--- config.mk ---
export PLATFORM = sky130hd
export DESIGN_NAME = uart_rx
export DESIGN_NICKNAME = d
export VERILOG_FILES = /design/src/rtl/uart_pkg.sv /design/src/rtl/uart_rx_sync.sv /design/src/rtl/uart_rx.sv
export SDC_FILE = /design/constraint.sdc
export NUM_CORES = 1
export LEC_CHECK = 0
export BUFFER_PORTS_ARGS = -buffer_cell sky130_fd_sc_hd__buf_2
export CAP_MARGIN = 30
export CORE_MARGIN = 8
export CORE_UTILIZATION = 35
export CTS_BUF_LIST = sky130_fd_sc_hd__clkbuf_8
export CTS_CLUSTER_DIAMETER = 120
export DETAILED_ROUTE_END_ITERATION = 8
export PLACE_DENSITY = 0.61
export SKIP_LAST_GASP = 1
export SYNTH_ARGS = -nofsm -noshare
export SYNTH_HDL_FRONTEND = slang
export SYNTH_SLANG_ARGS = --single-unit
--- constraint.sdc ---
create_clock -name clk_top -period 3 [get_ports clk_top]
set_input_delay 0.6 -clock clk_top [delete_from_list [all_inputs] [get_ports clk_top]]
set_output_delay 0.6 -clock clk_top [all_outputs]
set_load 0.01 [all_outputs]
--- src/rtl/uart_pkg.sv ---
// uart_pkg: shared definitions for the UART receiver and transmitter.
//   DEFAULT_CLKS_PER_BIT : clocks per bit at 100 MHz / 9600 baud
//   FRAME_BITS           : start + 8 data + parity + stop
//   uart_state_t         : receiver FSM state encoding
//   parity_even()        : parity bit the transmitter appends (XOR of data)
package uart_pkg;

    localparam int DEFAULT_CLKS_PER_BIT = 10417;
    localparam int FRAME_BITS           = 11;

    typedef enum logic [2:0] {
        IDLE      = 3'd0,
        START     = 3'd1,
        DATA      = 3'd2,
        PARITY    = 3'd3,
        STOP      = 3'd4,
        WAIT_IDLE = 3'd5
    } uart_state_t;

    // Even parity: the parity bit makes the total count of ones even.
    function automatic logic parity_even(input logic [7:0] d);
        return ^d;
    endfunction

endpackage

--- src/rtl/uart_rx_sync.sv ---
// uart_rx_sync: two-flop synchronizer for the asynchronous serial line.
//   clk_top  : clock
//   rst_top  : synchronous active-high reset, both flops reset to 1 (idle line)
//   in_async : raw serial input
//   out_sync : synchronized serial line
module uart_rx_sync (
    input  logic clk_top,
    input  logic rst_top,
    input  logic in_async,
    output logic out_sync
);

    logic meta;

    always_ff @(posedge clk_top) begin
        if (rst_top) begin
            meta     <= 1'b1;
            out_sync <= 1'b1;
        end else begin
            meta     <= in_async;
            out_sync <= meta;
        end
    end

endmodule

--- src/rtl/uart_rx.sv ---
// uart_rx: 8E1 UART receiver (start, 8 data LSB first, even parity, stop).
//   clk_top    : clock
//   rst_top    : synchronous active-high reset
//   in_rx      : asynchronous serial line, idles high
//   data_out   : last received byte, held until the next completed frame
//   data_valid : one-cycle pulse per completed frame (good or bad)
//   parity_err : parity mismatch of the last frame
//   frame_err  : stop bit of the last frame read 0
//   busy       : high from start-bit detection until the frame ends/aborts
module uart_rx
    import uart_pkg::*;
#(
    parameter int CLKS_PER_BIT = DEFAULT_CLKS_PER_BIT
) (
    input  logic       clk_top,
    input  logic       rst_top,
    input  logic       in_rx,
    output logic [7:0] data_out,
    output logic       data_valid,
    output logic       parity_err,
    output logic       frame_err,
    output logic       busy
);

    localparam int CNT_W = (CLKS_PER_BIT > 1) ? $clog2(CLKS_PER_BIT) : 1;
    localparam logic [CNT_W-1:0] CNT_LAST = CNT_W'(CLKS_PER_BIT - 1);
    // The start sample lands half a bit after t0; the counter reads
    // HALF-1 on that edge because it starts at 0 on the cycle after t0.
    localparam logic [CNT_W-1:0] CNT_HALF = CNT_W'(CLKS_PER_BIT / 2 - 1);

    uart_state_t      state;
    logic [CNT_W-1:0] cnt;
    logic [2:0]       bit_idx;
    logic [7:0]       shreg;
    logic             par_bit;
    logic             rx_sync;
    logic             rx_prev;
    logic             dv_pend;

    uart_rx_sync u_sync (
        .clk_top  (clk_top),
        .rst_top  (rst_top),
        .in_async (in_rx),
        .out_sync (rx_sync)
    );

    always_ff @(posedge clk_top) begin
        if (rst_top) begin
            state      <= IDLE;
            cnt        <= '0;
            bit_idx    <= '0;
            shreg      <= '0;
            par_bit    <= 1'b0;
            rx_prev    <= 1'b1;
            dv_pend    <= 1'b0;
            data_out   <= '0;
            data_valid <= 1'b0;
            parity_err <= 1'b0;
            frame_err  <= 1'b0;
            busy       <= 1'b0;
        end else begin
            rx_prev    <= rx_sync;
            dv_pend    <= 1'b0;
            // Results land on the stop sample; the strobe follows a cycle later.
            data_valid <= dv_pend;

            case (state)
                IDLE: begin
                    cnt     <= '0;
                    bit_idx <= '0;
                    if (rx_prev && !rx_sync) begin
                        state <= START;
                        busy  <= 1'b1;
                    end
                end

                START: begin
                    if (cnt == CNT_HALF) begin
                        cnt <= '0;
                        if (rx_sync) begin
                            // Line back high mid start bit: treat as a glitch.
                            state <= IDLE;
                            busy  <= 1'b0;
                        end else begin
                            state <= DATA;
                        end
                    end else begin
                        cnt <= cnt + 1'b1;
                    end
                end

                DATA: begin
                    if (cnt == CNT_LAST) begin
                        cnt     <= '0;
                        shreg   <= {rx_sync, shreg[7:1]};
                        bit_idx <= bit_idx + 3'd1;
                        if (bit_idx == 3'd7)
                            state <= PARITY;
                    end else begin
                        cnt <= cnt + 1'b1;
                    end
                end

                PARITY: begin
                    if (cnt == CNT_LAST) begin
                        cnt     <= '0;
                        par_bit <= rx_sync;
                        state   <= STOP;
                    end else begin
                        cnt <= cnt + 1'b1;
                    end
                end

                STOP: begin
                    if (cnt == CNT_LAST) begin
                        cnt        <= '0;
                        data_out   <= shreg;
                        parity_err <= par_bit ^ parity_even(shreg);
                        frame_err  <= ~rx_sync;
                        dv_pend    <= 1'b1;
                        if (rx_sync) begin
                            // Back to IDLE mid stop bit so a start edge right
                            // after it is caught.
                            state <= IDLE;
                            busy  <= 1'b0;
                        end else begin
                            state <= WAIT_IDLE;
                        end
                    end else begin
                        cnt <= cnt + 1'b1;
                    end
                end

                WAIT_IDLE: begin
                    // Break / low line: do not rearm until it returns high.
                    if (rx_sync) begin
                        state <= IDLE;
                        busy  <= 1'b0;
                    end
                end

                default: begin
                    state <= IDLE;
                    busy  <= 1'b0;
                end
            endcase
        end
    end

endmodule

; Yosys cells after proc, flatten, opt, wreduce, memory -nomap -nowiden
; Index checks and enable logic that the tools add are counted.
[totals]
ff_bits = 45
out_inout_bits = 12
elab_cells = 71
[op_classes]
add_sub_neg = 2
eq_ne = 15
n_mux = 21
n_bitwise = 4
n_reduce_logical = 15
[op_table]
columns = operator, n
row1 = one-hot mux 14 bit (3 select lines), 1
row2 = two-way mux 14 bit, 2
row3 = two-way mux 3 bit, 9
row4 = one-hot mux 3 bit (6 select lines), 1
row5 = "adder 14 x 1 -> 14 bit, second input constant", 1
row6 = "equality test 14 x 13 -> 1 bit, second input constant", 1
row7 = "equality test 14 bit, second input constant", 1
row8 = "!= test 2 bit, second input constant", 6
row9 = "equality test 3 bit, second input constant", 3
row10 = AND reduction 2 bit, 4
row11 = XOR reduction 8 bit, 1
row12 = AND reduction 7 bit, 1
row13 = "equality test 3 x 2 -> 1 bit, second input constant", 2
row14 = one-hot mux 3 bit (2 select lines), 1
row15 = two-way mux 1 bit, 5
row16 = one-hot mux 1 bit (5 select lines), 1
row17 = AND reduction 4 bit, 1
row18 = OR reduction 2 bit, 2
row19 = "adder 3 x 1 -> 3 bit, second input constant", 1
row20 = "equality test 3 x 1 -> 1 bit, second input constant", 1
row21 = logical NOT 3 bit, 1
row22 = inverter 1 bit, 3
row23 = nonzero test 3 bit, 1
row24 = OR reduction 3 bit, 1
row25 = 6 further kinds, 6

; Depth between registers and ports, before layout
[logic_depth]
ltp_word = 4
depth_mapped = 8
ltp_nobuf = 7

; Cells and area by module
; From an unflattened synthesis, not the netlist that was laid out.
[hier_totals]
hier_cells = 227
area_unflattened_um2 = 2100.8
[modules_own_cells]
columns = mod, instances, cells_each, area_each_um2, seq_area_each_um2
row1 = uart_rx, 1, 223, 2048.2, 860.8
row2 = uart_rx_sync, 1, 4, 52.6, 40.0

; Worst setup path after synthesis
; Ideal clock, no wire load.
[synth_path]
kind = register to register
start = register cnt[9]
end = register shreg[0]
setup_ps = 128
arrival_time_ps = 2090
setup_slack_ps = 783
path_stages_with_launch = 8
path_buffers = 2
cell_sequence = dfxtp_1 > buf_2 > or3_1 > buf_2 > or4_4 > nor3_4 > mux2i_1 > nor2_1
[synth_via]
elab_chain_len = 2
[synth_lines]
columns = item, line_no
row1 = start: declaration, uart_rx.sv:32  ; logic [CNT_W-1:0] cnt;
row2 = start signal: assignment, uart_rx.sv:88  ; cnt <= cnt + 1'b1;
row3 = start signal: assignment, uart_rx.sv:100  ; cnt <= cnt + 1'b1;
row4 = start signal: assignment, uart_rx.sv:110  ; cnt <= cnt + 1'b1;
row5 = equality test 14 bit, uart_rx.sv:93  ; if (cnt == CNT_LAST) begin
row6 = AND reduction 2 bit (no line), -
row7 = end signal: assignment, uart_rx.sv:95  ; shreg <= {rx_sync, shreg[7:1]};
row8 = end: declaration, uart_rx.sv:34  ; logic [7:0] shreg;
; No other way between the ends.
; A chain may end at the register's enable or synchronous reset.

; Worst setup path after layout
[layout_path]
start = register cnt[8]
end = register shreg[6]
; Same word-level chain as after synthesis.

==> metrics.txt <==
Worst Skew approximately 0.0077 ns; commonest non-fill, non-tap cell in the layout dfxtp_1; Slew @ Worst Pin between 0.7 and 0.8 ns; Cell Pwr Density approximately 470 nW/µm²; crit path time final ~2.5 ns; pre-CTS setup slack between 0.5 and 0.6 ns; initial core utilization 0.354; Layout area overhead 11.2%; ys flop type dfxtp_1; Leak approximately 1 nW; Die Area 9600 µm²; arrival time at the worst endpoint ~2.7 ns; largest family of logic cells by synthesized area simple AND/OR/NAND/NOR gates; Clock Sinks 45; FF-to-FF setup slack around 0.53 ns; fmax 0.405 GHz; MaxCap Viol Count 0; DR DRC count 0; Final Setup Violations 0; GR Util All Layers 0.116; HP Class reg -> reg; dpl cells ~350; Logic pwr share 0.099; Worst VDD drop 0.344 mV; CP Capture Type flop; Int Power 909 µW; Cells after Synth 270; vias in the first global route approximately 1800; fillers approximately 670; Compound-Gate Fraction of Synth Area 0.198; share of power burned in registers 0.509; number of synthesized flops with an enable pin 0; Setup Crit Path Kind reg -> reg; height of the die about 100 µm; DR WL/cell 15.3 µm; DP HPWL approximately 3.8 mm; Initial DRC Count approximately 180; asr flop ratio synth 0; Adder-Cell Fraction of Synth Area 0.0213; Final ANT Viol Nets 0; switching portion of total power 0.261; Root Driver clkbuf_8; RSZ-0062 raised after global routing no; Slew Limit Fails 0; Clk network pwr share 0.392; clk slew on worst S/H paths 0.09 ns; Psw around 320 µW; nets 287; drt first pass iters 4; # Post-CTS Setup Buffers 0; gr ovfl total 0; global-route wire length before repair ~9.5 mm; YS warnings 0; die width between 90 and 100 µm; total number of vias roughly 2000; largest net degree at the start of global routing 29; initial antenna violation count 0; final WL around 5.5 mm; Core ar. roughly 6600 µm²; htree depth 2; final worst slack approximately 0.53 ns; commonest non-fill, non-tap cells in the layout dfxtp_1, nor2_1, nand3_1, mux2i_1; critical path fanouts, max 13; XOR/XNOR Fraction of Synth Area 0.0319; mux contribution to synthesized area 0.0808; Final Cycle Share 0.823; Distinct cells, synth 50; Fin Setup TNS 0 ns; Hold Buf Count CTS 0; Vias/cell roughly 5.6; Synth Register Bits 45; share of post-route cells with drive strength above 1 0.132; CTS tree done; post_cts resized 0; Rows 30; post-synth net total between 200 and 300; post-route insts no fill approximately 360; clk_lat worst skew 0.30 ns; post-synthesis sequential area ratio 0.383; IO Pins 15; Port Buffers 14; Req. time, crit path 3.19 ns; Mapped Area ~2400 µm²; slew margin rel. 0.495; Fin. Hold Viols 0; Clock Tree Buf Depth 2; CTS Buf Count 5; Core Util, Final 0.394; Final GP Congestion ~0.83; crit path launch type flop; syn avg cell area a little under 9 µm²; Synth Area in Simple Gates 0.245; status finished, final reports clean; ant diodes 0
metrics by stage:
| step | power (mW) | hold slack (ns) | cell area (µm²) |
|---|---|---|---|
| 2_1_floorplan | 0.721 | 0.389 | 2350 |
| 3_3_place_gp | 0.759 | 0.392 | 2500 |
| 3_5_place_dp | 0.759 | 0.397 | 2500 |
| 4_1_cts | 1.24 | 0.420 | 2620 |
| 5_1_grt | 1.28 | 0.441 | 2620 |
| 6_report | 1.23 | 0.418 | 2620 |
critical path, stage by stage (launching register included):
cell	delay, ns
dfxtp_1	0.39
or3_1	0.49
or4_4	0.68
nor3_4	0.48
mux2i_1	0.26
nor2_1	0.05
layer usage:
metal  track usage  vias up  wire length [µm]
met5             0        -                 0
met4        0.0300        0                41
met3        0.0292        4               273
met2         0.176       52              2430
met1         0.159      933              2780
li1              -     1019                 -
kinds of logic after synthesis:
| logic type | after synthesis |
|---|---|
| adders and majority gates | 4 |
| and+or+nand+nor | 109 |
| xor gates and xnor gates | 7 |
| AOI/OAI and AO/OA | 62 |
| muxes | 19 |
| DFF | 45 |
| buffers and inverters | 24 |
power groups by stage:
stage                     sequential [mW]  combinational (mW)  clock, mW
after floorplan                     0.625              0.0964          0
after global placement              0.639               0.120          0
after detailed placement            0.639               0.120          0
after CTS                           0.625               0.120      0.494
after global routing                0.628               0.134      0.519
final                               0.626               0.121      0.482
layout make-up:
cell class                 instances  area, µm²  share of cell area
clock buffer                       5       68.8              0.0263
tap                               80        100              0.0383
clock inverter                     3       47.5              0.0182
multi-input combinational        201       1360               0.519
timing repair buffer              20        115              0.0440
sequential                        45        901               0.344
inverter                           7       26.3              0.0100
Yosys cell counts (4+ instances only):
cell      instances  area (µm²)
a211oi_1          4        30.0
a21oi_1           5        25.0
a22o_1            7        61.3
a31oi_1           6        37.5
a32oi_1           4        35.0
buf_2             4        20.0
clkbuf_1         13        48.8
dfxtp_1          45         901
ha_1              4        50.1
inv_1             7        26.3
mux2i_1          19         190
nand2_1          14        52.6
nand2b_1          4        25.0
nand3_1          20         100
nand4_1           5        31.3
nor2_1           32         120
nor2b_1           5        31.3
nor3_1            4        20.0
o211ai_1          5        37.5
o21ai_0           7        35.0
o311ai_0          5        43.8
or2_2             5        31.3
or3_1             4        25.0
xnor2_1           5        43.8
sequential cells by signal, summed over array words and instances (netlist names):
name and count:
parity_err 1, data_valid 1, bit_idx 3, u_sync.meta 1, u_sync.out_sync 1, dv_pend 1
shreg 8, state 3, par_bit 1, data_out 8, frame_err 1, busy 1
cnt 14, rx_prev 1
path summary, 6_finish.rpt:
| kind | from | to | cells after the start |
|---|---|---|---|
| worst max-delay path | cnt[8]$_SDFFE_PP0P_ | shreg[6]$_SDFFE_PP0P_ | 5 |
| worst max register to register | cnt[8]$_SDFFE_PP0P_ | shreg[6]$_SDFFE_PP0P_ | 5 |
| worst min-delay path | u_sync.meta$_SDFF_PP1_ | u_sync.out_sync$_SDFF_PP1_ | 1 |
| worst min register to register | u_sync.meta$_SDFF_PP1_ | u_sync.out_sync$_SDFF_PP1_ | 1 |
Note: power is estimated with default switching activity, not from simulation.
